$ cat config.mk
export PLATFORM = sky130hd
export DESIGN_NAME = pipe_hazard_ctrl
export DESIGN_NICKNAME = d
export VERILOG_FILES = /design/src/rtl/pipe_pkg.sv /design/src/rtl/pipe_hazard_ctrl_sb_match.sv /design/src/rtl/pipe_hazard_ctrl.sv
export SDC_FILE = /design/constraint.sdc
export NUM_CORES = 1
export LEC_CHECK = 0
export BUFFER_PORTS_ARGS = -buffer_cell sky130_fd_sc_hd__buf_2
export CORE_ASPECT_RATIO = 1.25
export CORE_MARGIN = 8
export CORE_UTILIZATION = 34
export DETAILED_ROUTE_END_ITERATION = 8
export GPL_TIMING_DRIVEN = 1
export HOLD_SLACK_MARGIN = 0.03
export PLACE_DENSITY_LB_ADDON = 0.2
export SLEW_MARGIN = 20
export SYNTH_ARGS = -nofsm -noshare
export SYNTH_HDL_FRONTEND = slang
export SYNTH_HIERARCHICAL = 1
export SYNTH_SLANG_ARGS = --single-unit
$ cat constraint.sdc
create_clock -name clk -period 2.7 [get_ports clk]
set_input_delay 0.54 -clock clk [delete_from_list [all_inputs] [get_ports clk]]
set_output_delay 0.54 -clock clk [all_outputs]
set_load 0.005 [all_outputs]
$ cat src/rtl/pipe_pkg.sv
// pipe_pkg: shared types and constants for the pipeline hazard controller.
//   sb_entry_t    - one scoreboard entry (an in-flight instruction's destinations)
//   halt_state_t  - halt / drain FSM states
//   NOP_INSTR     - encoding of the NOP instruction loaded on flush/bubble
//   SB_NOP        - empty scoreboard entry (bubble)
//   FWD_NONE      - forward select meaning "use the register file"
//   dst_hit()     - one source-vs-destination comparison
package pipe_pkg;

    localparam int REG_AW_P = 4;

    typedef struct packed {
        logic                valid;
        logic [REG_AW_P-1:0] dst1;
        logic                we1;
        logic [REG_AW_P-1:0] dst2;
        logic                we2;
        logic                is_load;
    } sb_entry_t;

    typedef enum logic [1:0] {
        RUN    = 2'd0,
        DRAIN  = 2'd1,
        HALTED = 2'd2
    } halt_state_t;

    localparam logic [15:0] NOP_INSTR = 16'h0000;
    localparam sb_entry_t   SB_NOP    = '0;
    localparam int          FWD_NONE  = 0;

    // A source hits a destination only when that destination is written.
    function automatic logic dst_hit(input logic [REG_AW_P-1:0] src,
                                     input logic [REG_AW_P-1:0] dst,
                                     input logic                we);
        return we && (src == dst);
    endfunction

endpackage

$ cat src/rtl/pipe_hazard_ctrl_sb_match.sv
// sb_match: compares one ID-stage source against every scoreboard entry.
//   src, used  - source address and whether it is actually read
//   sb         - scoreboard, index 0 = stage 1 (EX), index DEPTH-1 = WB
//   match      - some valid entry writes src
//   stage      - 1-based stage of the nearest matching entry (0 if none)
//   hi         - the nearest match was on dst2 only (dst1 wins a tie)
//   load_hit   - the nearest match is a load sitting in stage 1
module sb_match
    import pipe_pkg::*;
#(
    parameter int DEPTH = 3,
    parameter int SEL_W = $clog2(DEPTH + 1)
) (
    input  logic [REG_AW_P-1:0]   src,
    input  logic                  used,
    input  sb_entry_t [DEPTH-1:0] sb,
    output logic                  match,
    output logic [SEL_W-1:0]      stage,
    output logic                  hi,
    output logic                  load_hit
);

    // Nearest-match search: walk from WB toward EX so a nearer hit overwrites.
    always_comb begin
        match    = 1'b0;
        stage    = SEL_W'(FWD_NONE);
        hi       = 1'b0;
        load_hit = 1'b0;
        for (int k = DEPTH - 1; k >= 0; k--) begin
            if (used && sb[k].valid &&
                (dst_hit(src, sb[k].dst1, sb[k].we1) || dst_hit(src, sb[k].dst2, sb[k].we2))) begin
                match    = 1'b1;
                stage    = SEL_W'(k + 1);
                hi       = !dst_hit(src, sb[k].dst1, sb[k].we1);
                load_hit = sb[k].is_load && (k == 0);
            end else begin
                // no hit here: the result from a farther stage stands
                match    = match;
            end
        end
    end

endmodule

$ cat src/rtl/pipe_hazard_ctrl.sv
// pipe_hazard_ctrl: hazard / forwarding controller for the 5-stage pipeline.
// Inputs : clk, rst (sync, active-high), ID-stage instruction description
//          (id_valid, id_src*/id_src*_used, id_dst*/id_we*, id_is_load,
//          id_halt) and ex_redirect from the branch unit.
// Outputs: pc_stall, ifid_stall, ifid_flush, idex_bubble (pipeline register
//          controls), fwd*_stage / fwd*_hi (operand forward selects),
//          halted (pipeline drained after HALT).
// Build option: PIPE_HAZARD_FWD_EN enables forwarding; without it every
// used-source match stalls until the producer has left WB.
module pipe_hazard_ctrl
    import pipe_pkg::*;
#(
    parameter int REG_AW = 4,
    parameter int DEPTH  = 3,
    parameter int SEL_W  = $clog2(DEPTH + 1)
) (
    input  logic              clk,
    input  logic              rst,
    input  logic              id_valid,
    input  logic [REG_AW-1:0] id_src1,
    input  logic [REG_AW-1:0] id_src2,
    input  logic              id_src1_used,
    input  logic              id_src2_used,
    input  logic [REG_AW-1:0] id_dst1,
    input  logic [REG_AW-1:0] id_dst2,
    input  logic              id_we1,
    input  logic              id_we2,
    input  logic              id_is_load,
    input  logic              id_halt,
    input  logic              ex_redirect,
    output logic              pc_stall,
    output logic              ifid_stall,
    output logic              ifid_flush,
    output logic              idex_bubble,
    output logic [SEL_W-1:0]  fwd1_stage,
    output logic [SEL_W-1:0]  fwd2_stage,
    output logic              fwd1_hi,
    output logic              fwd2_hi,
    output logic              halted
);

    sb_entry_t [DEPTH-1:0] sb_q, sb_d;
    halt_state_t           state_q, state_d;
    logic                  halted_q, halted_d;

    logic                  m1_match, m2_match;
    logic [SEL_W-1:0]      m1_stage, m2_stage;
    logic                  m1_hi, m2_hi;
    logic                  m1_load, m2_load;
    logic                  hazard_s;
    logic                  issue_s;
    logic                  sb_next_busy_s;
    sb_entry_t             new_entry_s;

    sb_match #(.DEPTH(DEPTH), .SEL_W(SEL_W)) u_match1 (
        .src      (id_src1),
        .used     (id_src1_used),
        .sb       (sb_q),
        .match    (m1_match),
        .stage    (m1_stage),
        .hi       (m1_hi),
        .load_hit (m1_load)
    );

    sb_match #(.DEPTH(DEPTH), .SEL_W(SEL_W)) u_match2 (
        .src      (id_src2),
        .used     (id_src2_used),
        .sb       (sb_q),
        .match    (m2_match),
        .stage    (m2_stage),
        .hi       (m2_hi),
        .load_hit (m2_load)
    );

`ifdef PIPE_HAZARD_FWD_EN
    // Only a load still in EX cannot be forwarded; everything else is bypassed.
    always_comb begin
        hazard_s   = id_valid && (m1_load || m2_load);
        fwd1_stage = m1_match ? m1_stage : SEL_W'(FWD_NONE);
        fwd2_stage = m2_match ? m2_stage : SEL_W'(FWD_NONE);
        fwd1_hi    = m1_match && m1_hi;
        fwd2_hi    = m2_match && m2_hi;
    end
`else
    logic fwd_unused_s;

    // No bypass network: any in-flight producer of a used source blocks issue.
    always_comb begin
        hazard_s     = id_valid && (m1_match || m2_match);
        fwd1_stage   = SEL_W'(FWD_NONE);
        fwd2_stage   = SEL_W'(FWD_NONE);
        fwd1_hi      = 1'b0;
        fwd2_hi      = 1'b0;
        fwd_unused_s = ^{m1_stage, m2_stage, m1_hi, m2_hi, m1_load, m2_load};
    end
`endif

    // Pipeline register controls; a redirect outranks a hazard stall in RUN.
    always_comb begin
        pc_stall    = 1'b0;
        ifid_stall  = 1'b0;
        ifid_flush  = 1'b0;
        idex_bubble = 1'b0;
        case (state_q)
            RUN: begin
                if (ex_redirect) begin
                    ifid_flush  = 1'b1;
                    idex_bubble = 1'b1;
                end else if (hazard_s) begin
                    pc_stall    = 1'b1;
                    ifid_stall  = 1'b1;
                    idex_bubble = 1'b1;
                end else begin
                    pc_stall    = 1'b0;
                end
            end
            DRAIN, HALTED: begin
                pc_stall    = 1'b1;
                ifid_stall  = 1'b1;
                idex_bubble = 1'b1;
            end
            default: begin
                pc_stall    = 1'b1;
                ifid_stall  = 1'b1;
                idex_bubble = 1'b1;
            end
        endcase
    end

    // Issue decision and the entry the ID instruction would occupy in EX.
    always_comb begin
        issue_s             = id_valid && !hazard_s && !ex_redirect && (state_q == RUN);
        new_entry_s         = SB_NOP;
        new_entry_s.valid   = 1'b1;
        new_entry_s.dst1    = id_dst1;
        new_entry_s.dst2    = id_dst2;
        // HALT travels down the pipe but never writes a register
        new_entry_s.we1     = id_we1 && !id_halt;
        new_entry_s.we2     = id_we2 && !id_halt;
        new_entry_s.is_load = id_is_load;
    end

    // Scoreboard shift: new entry (or bubble) into EX, WB entry falls off.
    always_comb begin
        sb_d[0] = issue_s ? new_entry_s : SB_NOP;
        for (int k = 1; k < DEPTH; k++) begin
            sb_d[k] = sb_q[k-1];
        end
        sb_next_busy_s = 1'b0;
        for (int k = 0; k < DEPTH; k++) begin
            sb_next_busy_s = sb_next_busy_s || sb_d[k].valid;
        end
    end

    // Halt FSM next state: drain ends once HALT itself has left WB.
    always_comb begin
        case (state_q)
            RUN: begin
                if (issue_s && id_halt) begin
                    state_d = DRAIN;
                end else begin
                    state_d = RUN;
                end
            end
            DRAIN: begin
                if (sb_next_busy_s) begin
                    state_d = DRAIN;
                end else begin
                    state_d = HALTED;
                end
            end
            HALTED:  state_d = HALTED;
            default: state_d = RUN;
        endcase
        halted_d = (state_d == HALTED);
    end

    // Halt FSM state and its registered halted flag.
    always_ff @(posedge clk) begin
        if (rst) begin
            state_q  <= RUN;
            halted_q <= 1'b0;
        end else begin
            state_q  <= state_d;
            halted_q <= halted_d;
        end
    end

    // Scoreboard register.
    always_ff @(posedge clk) begin
        if (rst) begin
            sb_q <= '0;
        end else begin
            sb_q <= sb_d;
        end
    end

    assign halted = halted_q;

endmodule
Word level (Yosys, flattened, before mapping)
Index checks and enable logic that the tools add are counted.
{ "word_totals": {"register_bits": 36, "input_bits": 26, "wordCells": 95} }
{ "op_classes": {"n_eq_ne": 15, "muxes": 17, "bitwise": 1, "reduce_logical": 45} }
{ "op_table": {"columns": ["cell", "n"], "rows": [
  ["$eq A4 B4 Y1", 12],
  ["$logic_and A1 B1 Y1", 31],
  ["$mux W1", 14],
  ["$mux W12", 1],
  ["$logic_or A1 B1 Y1", 9],
  ["$pmux W2 S3", 1],
  ["$eq A2 B2 Y1 const B", 2],
  ["$logic_not A1 Y1", 3],
  ["$eq A2 B1 Y1 const B", 1],
  ["$logic_not A2 Y1", 1],
  ["$mux W2", 1],
  ["$reduce_or A2 Y1", 1],
  ["$not A1 Y1", 1]
]} }

Longest topological paths before layout
{ "logic_depth": {"depth_word": 19, "mapped_depth": 10, "depth_no_buf": 8} }

Hierarchy
The synthesis kept the hierarchy.
{ "modules_own_cells": {"columns": ["mod", "n_inst", "cells_each", "area_each_um2", "seq_area_each_um2"], "rows": [
  ["pipe_hazard_ctrl", 1, 103, 1198.6, 780.7],
  ["sb_match", 2, 54, 444.2, 0.0]
]} }

Worst setup path after synthesis
Ideal clock, no wire load.
{ "synth_timing": {"path_kind": "input to output", "start": "input port id_src2[0]", "end": "output port pc_stall", "arrival_ns": 2.049, "t_required_ns": 2.160, "setup_slack_ns": 0.111, "stages": 8, "n_path_buf": 2, "path_cell_list": "buf_6 -> xor2_1 -> or4_4 -> nor2b_4 -> nand2_1 -> o21ai_0 -> o21ai_0 -> buf_4"} }
{ "synth_via": {"elab_chain_len": 12} }
{ "synth_rtl": {"columns": ["item", "line", "text"], "rows": [
  ["from (decl)", "pipe_hazard_ctrl.sv:21", "input logic [REG_AW-1:0] id_src2,"],
  ["$eq A4 B4 Y1", "pipe_pkg.sv:35", "return we && (src == dst);"],
  ["$logic_and A1 B1 Y1", "pipe_pkg.sv:35", null],
  ["$logic_or A1 B1 Y1", "pipe_hazard_ctrl_sb_match.sv:31", "(dst_hit(src, sb[k].dst1, sb[k].we1) || dst_hit(src, sb[k].dst2, sb[k].we2))) begin"],
  ["$logic_and A1 B1 Y1", "pipe_hazard_ctrl_sb_match.sv:30", "if (used && sb[k].valid &&"],
  ["$mux W1 (2 in a row)", "pipe_hazard_ctrl_sb_match.sv:30", null],
  ["$mux W1 (*)", "pipe_hazard_ctrl_sb_match.sv:30", null],
  ["net m2_match", "pipe_hazard_ctrl.sv:46", "logic m1_match, m2_match;"],
  ["$logic_or A1 B1 Y1 (*)", "pipe_hazard_ctrl.sv:89", "hazard_s = id_valid && (m1_match || m2_match);"],
  ["$logic_and A1 B1 Y1 (*)", "pipe_hazard_ctrl.sv:89", null],
  ["$mux W1 (*) (3 in a row)", null, null],
  ["to (decl)", "pipe_hazard_ctrl.sv:31", "output logic pc_stall,"]
]} }
The timed path passes the listed nets; every way through them passes the cells marked *.

Worst setup path after layout
{ "layout_timing": {"start": "input port id_src1[0]", "end": "output port ifid_stall"} }
{ "layout_via": {"elab_chain_len": 12} }
{ "layout_rtl": {"columns": ["item", "line", "text"], "rows": [
  ["from (decl)", "pipe_hazard_ctrl.sv:20", "input logic [REG_AW-1:0] id_src1,"],
  ["$eq A4 B4 Y1", "pipe_pkg.sv:35", null],
  ["$logic_and A1 B1 Y1", "pipe_pkg.sv:35", null],
  ["$logic_or A1 B1 Y1", "pipe_hazard_ctrl_sb_match.sv:31", null],
  ["$logic_and A1 B1 Y1", "pipe_hazard_ctrl_sb_match.sv:30", null],
  ["$mux W1 (2 in a row)", "pipe_hazard_ctrl_sb_match.sv:30", null],
  ["$mux W1 (*)", "pipe_hazard_ctrl_sb_match.sv:30", null],
  ["net m1_match", "pipe_hazard_ctrl.sv:46", null],
  ["$logic_or A1 B1 Y1 (*)", "pipe_hazard_ctrl.sv:89", null],
  ["$logic_and A1 B1 Y1 (*)", "pipe_hazard_ctrl.sv:89", null],
  ["$mux W1 (*)", "pipe_hazard_ctrl.sv:109", "end else if (hazard_s) begin"],
  ["$mux W1 (*)", "pipe_hazard_ctrl.sv:106", "if (ex_redirect) begin"],
  ["$mux W1 (*)", "pipe_hazard_ctrl.sv:104", "case (state_q)"],
  ["to (decl)", "pipe_hazard_ctrl.sv:32", "output logic ifid_stall,"]
]} }
Marked as above.

==> metrics <==
Die Width=82.90 um; hold crit path type=input port to flop; die footprint=8258 um^2; Worst R2R Setup Slack=0.68 ns; vias after detailed routing=1263; I/O pins=37; multi-input logic area=1062 um^2; Clock Path Buffers=2; WP data required=2.16 ns; setup violators final=0; Nets=247; Tcrit/Tclk final=94.22%; hold path cells=2; Final TNS setup=0 ns; area occupied by registers=720.7 um^2; fin worst setup slack=0.1561 ns; Worst R2R End=sb_d[18]; yosys warns=6; PD cells=471.2 nW/um^2; initial antenna violation count=0; status=completed; Ant. Diodes=0; largest net degree at the start of global routing=28; Cells after Synth=187; Worst Setup Start Kind=input port; fin. max-slew vios=0; Residual DRC=0; TritonCTS clock tree=yes; RSZ-0062 raised after global routing=false; fraction of layout cells with a size suffix above 1=33.48%; final hold viol count=0; Worst Path Max Fanout=6; Starting DRT DRC Count=85; Initial Utilization=35.19%; setup slack after placement=-0.09040 ns; Worst-path clk slew=0.06 ns; FF-to-FF path depth=8; Post-DRT Antenna Nets=0; global placer's final weighted congestion=0.7153; Chip Height=99.62 um; final core occ=40.37%; post-CTS setup buffer count=0; H-tree Lvls=2; cts hold-fix bufs=0; num rows=30; Mean Syn Cell Area=10.17 um^2; Routed Wire Length=3958 um; first-pass GRT wire length=6285 um; Max Cap Violations=0; Vias/cell=4.432; CP Class=input port to output port; number of global-route vias before repair=1298; crit end category=output port; GRT overflow=0; min-delay src=id_dst2[1]; Tot Pwr=1.028 mW; fin cells=285; gr usage total=9.577%; CTS root buf=clkbuf_8; Max IR drop VDD=0.3051 mV; Layout Area Growth over Synthesis=14.74%; clk_lat worst skew=0.28 ns; TritonCTS Buffers=5; number of fill cells=570; placed cells=278; crit path DAT=2.00 ns; maximum clock rate=393.1 MHz; Leak=0.9288 nW; TritonRoute pass-1 iters=4; core area=5405 um^2; Reg2Reg Launch Point=sb_d[21]; Final Skew=0.002832 ns; Syn Std Cell Area=1902 um^2; Port Buffers=29; clk sinks=36; routed length per instance=13.89 um; Tmin final=2.544 ns; Hold Path End=sb_d[15]; dpl hpwl=3119 um
==> worst max-delay path: stages <==
cell and delay [ns]:
buf_2 0.16, xor2_1 0.19, or4_4 0.53, nor2b_4 0.14
nand2_1 0.11, o21ai_2 0.08, o21ai_2 0.13, buf_2 0.12
==> how the worst max path moves through the flow <==
stage	start	end	slack [ns]	cells after the start
2_1_floorplan	id_src2[0]	pc_stall	0.15	8
3_5_place_dp	id_src1[0]	pc_stall	-0.09	8
3_3_place_gp	id_src1[0]	ifid_stall	-0.10	8
5_1_grt	id_src2[3]	ifid_stall	0.03	8
4_1_cts	id_src2[0]	ifid_stall	0.07	8
6_report	id_src1[0]	ifid_stall	0.16	8
==> layout by cell type, fill, tap and decap left out <==
cell        n
a2111oi_2   2
conb_1      6
nand3_1     6
buf_2      28
nor2b_4     2
or4_4       2
clkinv_2    1
nand4_1     7
nor3b_1     1
clkbuf_1    1
clkbuf_4    1
xnor2_1    16
a21oi_1     1
and3b_2     2
nor2_1      5
clkbuf_8    5
and2_2      8
nor3_1      2
dfxtp_1    36
xor2_1     31
o41ai_1     1
nor2b_1    22
o21ai_2     2
and2_1      3
nor4_4      2
nor4_2      4
inv_1       1
nand2_1     5
nor3_2      1
and4b_2     1
nor4_1      2
nor4b_1     1
buf_4      12
xor2_2      1
==> routing by layer <==
layer  track usage, %  vias to the layer above  part of all wire, %
met5                0                        -                    0
met4            4.472                        0                  1.6
met3            2.289                        4                  4.1
met2            16.55                       37                   49
met1            10.79                      554                   45
li1                 -                      668                    -
==> metrics by stage <==
| stage | cell area [um^2] | hold WS (ns) |
|---|---|---|
| final | 2182 | 0.4722 |
| after detailed placement | 2077 | 0.4820 |
| after floorplan | 1921 | 0.4609 |
| after global routing | 2182 | 0.4654 |
| after CTS | 2165 | 0.4603 |
| after global placement | 2077 | 0.4786 |
==> where the power goes <==
group | switching, mW | internal [mW]
registers | 0.0107 | 0.542
clock network | 0.171 | 0.175
logic | 0.0678 | 0.0619
total | 0.250 | 0.779
==> sequential cells by signal, indices dropped and copies added, names as in the netlist <==
signal,flops
sb_d,22
state_q,2
sb_q,11
halted,1
==> cell type report <==
cell class / count / area share (%)
clock inverter: 1 / 0.2294
inverter: 1 / 0.1720
timing repair buffer: 41 / 10.89
clock buffer: 6 / 3.326
multi-input combinational: 136 / 48.68
tap: 64 / 3.670
sequential: 36 / 33.03
==> repair_timing <==
action	4_1_cts	5_1_grt
endpoints found under the setup margin	3	2
pin swaps	0	1
resized for setup	3	5
(Power assumes the default switching activity.)
